`src/rtl/pca9685_regs.sv`:
```
`default_nettype none
// ============================================================================
// pca9685_regs : PCA9685-style register bank (shadowed LED regs) + PWM engine
// Revision     : 1.0
// ============================================================================
module pca9685_regs #(
  parameter int NUM_CH = 16
) (
  input  logic              clk_i,
  input  logic              rst_i,
  input  logic              ptr_load_i,
  input  logic [7:0]        ptr_i,
  input  logic              wr_i,
  input  logic [7:0]        wdata_i,
  input  logic              rd_i,
  output logic [7:0]        rdata_o,
  input  logic              stop_i,
  output logic [NUM_CH-1:0] pwm_o
);

  localparam int         CW         = (NUM_CH > 1) ? $clog2(NUM_CH) : 1;
  localparam logic [7:0] c_last_led = 8'(5 + 4 * NUM_CH);

  logic [7:0]        mode1_q, mode1_d, mode2_q, mode2_d;
  logic [7:0]        prescale_q, prescale_d, ptr_q, ptr_d, rdata_q, rdata_d;
  logic [7:0]        pre_cnt_q, pre_cnt_d;
  logic [11:0]       cnt_q, cnt_d;
  logic [NUM_CH-1:0] pwm_q, pwm_d;
  logic [7:0]        sh_q [NUM_CH][4];
  logic [7:0]        sh_d [NUM_CH][4];
  // Active copy packed as {OFF_H[4:0], OFF_L, ON_H[4:0], ON_L}.
  logic [25:0]       act_q [NUM_CH];
  logic [25:0]       act_d [NUM_CH];

  logic          w_sleep, w_ai, w_invrt;
  logic [7:0]    w_led_off, w_rd_byte, w_led_mask, w_all_mask;
  logic [CW-1:0] w_led_ch;
  logic [1:0]    w_led_b, w_all_b;
  logic          w_led_hit, w_all_hit;

  assign w_sleep    = mode1_q[4];
  assign w_ai       = mode1_q[5];
  assign w_invrt    = mode2_q[4];
  assign w_led_off  = ptr_q - 8'd6;
  assign w_led_ch   = CW'(w_led_off >> 2);
  assign w_led_b    = w_led_off[1:0];
  assign w_led_hit  = (ptr_q >= 8'd6) && (ptr_q <= c_last_led);
  assign w_all_hit  = (ptr_q >= 8'hFA) && (ptr_q <= 8'hFD);
  // 0xFA..0xFD map onto byte lanes 0..3 of every channel.
  assign w_all_b    = ptr_q[1:0] ^ 2'b10;
  assign w_led_mask = w_led_b[0] ? 8'h1F : 8'hFF;
  assign w_all_mask = w_all_b[0] ? 8'h1F : 8'hFF;

  always_comb begin
    w_rd_byte = 8'h00;
    if (ptr_q == 8'h00)      w_rd_byte = mode1_q;
    else if (ptr_q == 8'h01) w_rd_byte = mode2_q;
    else if (w_led_hit)      w_rd_byte = sh_q[w_led_ch][w_led_b];
    else if (ptr_q == 8'hFE) w_rd_byte = prescale_q;
  end

  always_comb begin
    ptr_d      = ptr_q;
    mode1_d    = mode1_q;
    mode2_d    = mode2_q;
    prescale_d = prescale_q;
    rdata_d    = rdata_q;
    sh_d       = sh_q;
    act_d      = act_q;
    // The copy reads sh_q, so a same-cycle write is only seen at the next stop.
    if (stop_i) begin
      for (int i = 0; i < NUM_CH; i++)
        act_d[i] = {sh_q[i][3][4:0], sh_q[i][2], sh_q[i][1][4:0], sh_q[i][0]};
    end
    if (ptr_load_i) begin
      ptr_d = ptr_i;
    end else if (wr_i || rd_i) begin
      if (wr_i) begin
        if (ptr_q == 8'h00)      mode1_d = wdata_i;
        else if (ptr_q == 8'h01) mode2_d = wdata_i;
        else if (w_led_hit)      sh_d[w_led_ch][w_led_b] = wdata_i & w_led_mask;
        else if (w_all_hit) begin
          for (int i = 0; i < NUM_CH; i++) sh_d[i][w_all_b] = wdata_i & w_all_mask;
        end else if ((ptr_q == 8'hFE) && w_sleep) begin
          prescale_d = (wdata_i < 8'd3) ? 8'd3 : wdata_i;
        end
      end else begin
        rdata_d = w_rd_byte;
      end
      if (w_ai) ptr_d = ((ptr_q == c_last_led) || (ptr_q == 8'hFF)) ? 8'h00 : ptr_q + 8'd1;
    end
  end

  always_comb begin
    pre_cnt_d = pre_cnt_q;
    cnt_d     = cnt_q;
    if (w_sleep) begin
      pre_cnt_d = 8'h00;
      cnt_d     = 12'h000;
    end else if (pre_cnt_q >= prescale_q) begin
      pre_cnt_d = 8'h00;
      cnt_d     = cnt_q + 12'd1;
    end else begin
      pre_cnt_d = pre_cnt_q + 8'd1;
    end
  end

  function automatic logic f_raw(input logic [25:0] a, input logic [11:0] cnt);
    logic [11:0] on_v, off_v;
    on_v  = {a[11:8], a[7:0]};
    off_v = {a[24:21], a[20:13]};
    if (a[25])         return 1'b0;
    if (a[12])         return 1'b1;
    if (on_v < off_v)  return (cnt >= on_v) && (cnt < off_v);
    if (on_v > off_v)  return (cnt >= on_v) || (cnt < off_v);
    return 1'b0;
  endfunction

  for (genvar gi = 0; gi < NUM_CH; gi++) begin : g_pwm
    assign pwm_d[gi] = ~w_sleep & (f_raw(act_q[gi], cnt_q) ^ w_invrt);
  end

  always_ff @(posedge clk_i) begin
    if (rst_i) begin
      mode1_q    <= 8'h11;
      mode2_q    <= 8'h04;
      prescale_q <= 8'h1E;
      ptr_q      <= 8'h00;
      rdata_q    <= 8'h00;
      pre_cnt_q  <= 8'h00;
      cnt_q      <= 12'h000;
      pwm_q      <= '0;
      for (int i = 0; i < NUM_CH; i++) begin
        sh_q[i]  <= '{8'h00, 8'h00, 8'h00, 8'h10};
        act_q[i] <= {5'h10, 21'h0};
      end
    end else begin
      mode1_q    <= mode1_d;
      mode2_q    <= mode2_d;
      prescale_q <= prescale_d;
      ptr_q      <= ptr_d;
      rdata_q    <= rdata_d;
      pre_cnt_q  <= pre_cnt_d;
      cnt_q      <= cnt_d;
      pwm_q      <= pwm_d;
      sh_q       <= sh_d;
      act_q      <= act_d;
    end
  end

  assign rdata_o = rdata_q;
  assign pwm_o   = pwm_q;

endmodule
`default_nettype wire

```
`config.mk`:
```
export PLATFORM = sky130hd
export DESIGN_NAME = pca9685_regs
export DESIGN_NICKNAME = d
export VERILOG_FILES = /design/src/rtl/pca9685_regs.sv
export SDC_FILE = /design/constraint.sdc
export NUM_CORES = 2
export LEC_CHECK = 0
export CORE_ASPECT_RATIO = 0.7
export CORE_MARGIN = 5
export CORE_UTILIZATION = 50
export DETAILED_ROUTE_END_ITERATION = 10
export PLACE_DENSITY = 0.72
export SLEW_MARGIN = 40
export SYNTH_ARGS = -nofsm -noshare
export SYNTH_HDL_FRONTEND = slang
export SYNTH_SLANG_ARGS = --single-unit
```
`constraint.sdc`:
```
create_clock -name clk_i -period 4 [get_ports clk_i]
set_input_delay 0.6 -clock clk_i [delete_from_list [all_inputs] [get_ports clk_i]]
set_output_delay 0.6 -clock clk_i [all_outputs]
set_load 0.01 [all_outputs]
```
==> key figures <==
GRT
  – Remaining Overflow, GRT: 0
  – Pin count of the biggest net entering global routing: 210
  – Total global-route track usage: 31.97%
  – First-pass GRT wire length: 280700 um
  – Antenna violations before repair: 16
  – Number of global-route vias before repair: 43.17k

Floorplanning
  – CORE AREA: 0.1082 mm^2
  – # IOs: 46
  – Die width: 404.1 um
  – Die height: 285.8 um
  – # rows: 101
  – Starting Density: 50.24%
  – Die ar.: 0.1155 mm^2

Synthesis
  – Async S/R FF share, synth: 0%
  – Netlist cell types: 70
  – Leading area contributor after synthesis: dfxtp_1
  – Synth Net Count: 6639
  – Syn Area/Cell: 8.998 um^2
  – Synth Flop Type: dfxtp_1
  – Sequential share of the synthesized area: 36.98%
  – Number of synthesized flops with an enable pin: 0
  – Synth Instances: 6040
  – Synth area leaders: dfxtp_1, ha_1, mux2i_1, mux4_2, nor2_1
  – #FFs+latches synth: 1004
  – Mapped cell area: 0.05435 mm^2
  – Ys Warns: 0
  – Share of the synthesized area in the top cell type: 36.98%

CTS
  – Root Buffer: clkbuf_16
  – CTS sink count: 1004
  – Worst-case clock buffer depth: 3
  – PostCTS Resize Cnt: 0
  – Clock latency on the worst-skew pair: 0.71 ns
  – Setup Buffers After CTS: 0
  – CTS Hold Bufs: 0
  – Htree depth: 3
  – TritonCTS buffer count: 96
  – CTS tree: yes
  – Clk slew on worst S/H paths: 0.07 ns

Worst setup path
  – Worst reg2reg path depth: 10
  – WS Path Type: flop to flop
  – CP max FO: 28
  – FF-to-FF End: sh_q[370]
  – CP Capture Type: flop
  – R2R setup slack: 0.39 ns
  – Setup crit start kind: flop
  – Critical path launch point: ptr_q[1]
  – CP Data Required Time: 4.57 ns
  – Launch point of the worst reg-to-reg path: ptr_q[1]
  – CP arrival: 4.18 ns

Layout
  – Area growth syn-to-layout: 10.53%
  – Fill cells: 9596
  – Final core utilization: 55.53%
  – Share of cells above drive strength 1: 8.380%
  – Nets: 6571
  – Most frequent cells in the layout: dfxtp_1, nor2_1, mux2i_1
  – Commonest non-fill, non-tap cell in the layout: dfxtp_1

Routing
  – Routed Wire Length: 190600 um
  – Post-DRT Antenna Nets: 0
  – Routed len/inst: 25.42 um
  – Initial DRT Pass Iterations: 8
  – Vias: 47.14k
  – 1st-iter DRT viols: 6659
  – DRC Markers: 0
  – Vias per cell: 6.288

Pwr
  – Clock power share: 44.1%
  – P_leak: 0.02535 uW
  – Comb pwr share: 9.0%
  – Power per cell area: 361.3 mW/mm^2
  – Max VDD drop: 0.3462 mV
  – Net load switching power: 5663 uW
  – Reg power frac: 46.9%
  – Internal power: 16040 uW
  – Sw Ratio: 26.09%

Timing
  – Final Cycle Share: 90.29%
  – Setup_tns: 0 ns
  – Endpoints failing setup: 0
  – Min Tclk post-route: 3.612 ns
  – Least-Margin Pin Slew: 0.9724 ns
  – Fmax: 276.9 MHz
  – Setup Skew: 0.02963 ns
  – Max Transition Viols Final: 0
  – RSZ-0062 raised after global routing: no
  – Slew HR: 34.74%
  – Final Hold Viols: 0

Place
  – Buffers on Ports: 45
  – Routability Congestion: 0.9720
  – Dpl hpwl: 137200 um

Min path
  – Worst min path class: primary input to flop
  – Hold path cells: 5
  – Hold Path Origin: wdata_i[3]
  – Worst Hold End: prescale_q[0]

Flow run
  – Maximum capacitance violations: 0

Outcome
  – Status: complete, no violations
power by group through the flow:
stage | Sequential [uW] | Combinational, uW | Clock [uW]
after floorplan | 10300 | 1260 | 0
after global placement | 10400 | 1850 | 0
after detailed placement | 10400 | 1870 | 0
after CTS | 10200 | 1880 | 9610
after global routing | 10200 | 2040 | 10000
final | 10200 | 1950 | 9570
state kept, by name, indices dropped and copies added, names as in the netlist:
name        count
prescale_q      8
ptr_q           8
rdata_o         8
sh_q          512
act_q         416
mode2_q         8
pre_cnt_q       8
pwm_o          16
cnt_q          12
mode1_q         8
per-stage QoR:
step	std cells	setup WS [ns]	cell area, um^2	hold slack [ns]	total power (uW)
final	7496	0.3882	60070	0.3584	21710
after global routing	7492	0.2326	60060	0.3897	22220
after CTS	7490	0.4902	60030	0.3278	21660
after detailed placement	7314	0.5008	56790	0.4521	12270
after global placement	7313	0.5107	56750	0.4429	12250
after floorplan	6040	0.5523	54350	0.4334	11600
final cells by class:
cell class	instances	area, um^2	share of cell area (%)
diodes	4	10.01	0.01666
clock buffers	133	2799	4.659
clock inverters	43	434.2	0.7227
inverters	408	1531	2.549
multi-input cells	4265	31390	52.25
flip-flops and latches	1004	20110	33.48
well taps	1442	1804	3.003
repair buffers	197	1989	3.312
metal layers:
metal	routed length [um]	vias up	GRT usage, %
li1	-	21190	-
met1	83720	22670	49.26
met2	73620	2881	43.13
met3	27320	390	9.117
met4	5757	10	8.387
met5	153	-	0
cells in the mapped netlist (all sizes together) (5+ instances only):
cell type and instances:
xor2 17, or3 8, o31ai 13, nand4 64, a31oi 18, mux2i 633, a22oi 37, a2111oi 19
nor3 33, and2 13, a211o 20, a21oi 473, o211a 11, a211oi 39, mux4 128, nand2 507
o21ai 234, a221o 8, xnor2 6, clkbuf 250, and3 39, nor2 737, nand2b 25, inv 408
o311ai 14, ha 577, a21o 72, nor4 9, o21a 15, nand4b 6, o2111ai 5, or4b 8
a221oi 27, o211ai 61, dfxtp 1004, nor2b 60, buf 113, o22ai 10, nand3 263
worst max-delay path by stage:
stage | slack [ns] | endpoint | cells after the start
3_5_place_dp | 0.50 | rdata_o[5] | 9
3_3_place_gp | 0.51 | rdata_o[3] | 9
4_1_cts | 0.49 | rdata_o[5] | 9
2_1_floorplan | 0.55 | rdata_o[5] | 12
6_report | 0.39 | sh_q[370] | 10
5_1_grt | 0.23 | sh_q[373] | 9
cells by family after synthesis:
kind of cell | count (synthesis) | synth area share [%]
DFF | 1004 | 36.98
AOI/OAI and AO/OA | 1114 | 12.51
xor gates and xnor gates | 23 | 0.3845
adders and majority gates | 577 | 13.28
muxes | 762 | 16.98
buffers and inverters | 771 | 5.472
and+or+nand+nor | 1789 | 14.38
worst max-delay path, cell delays in order, from the launching register on:
cell and delay (ns):
dfxtp_1 0.31, inv_1 0.20, ha_1 0.33, nor3b_1 0.09
or3b_1 0.48, a2111oi_4 0.63, and2_2 0.49, buf_12 0.24
nand2_1 0.32, mux2i_1 0.28, nor2_1 0.07
No activity file was read; power rests on OpenSTA's default activity.
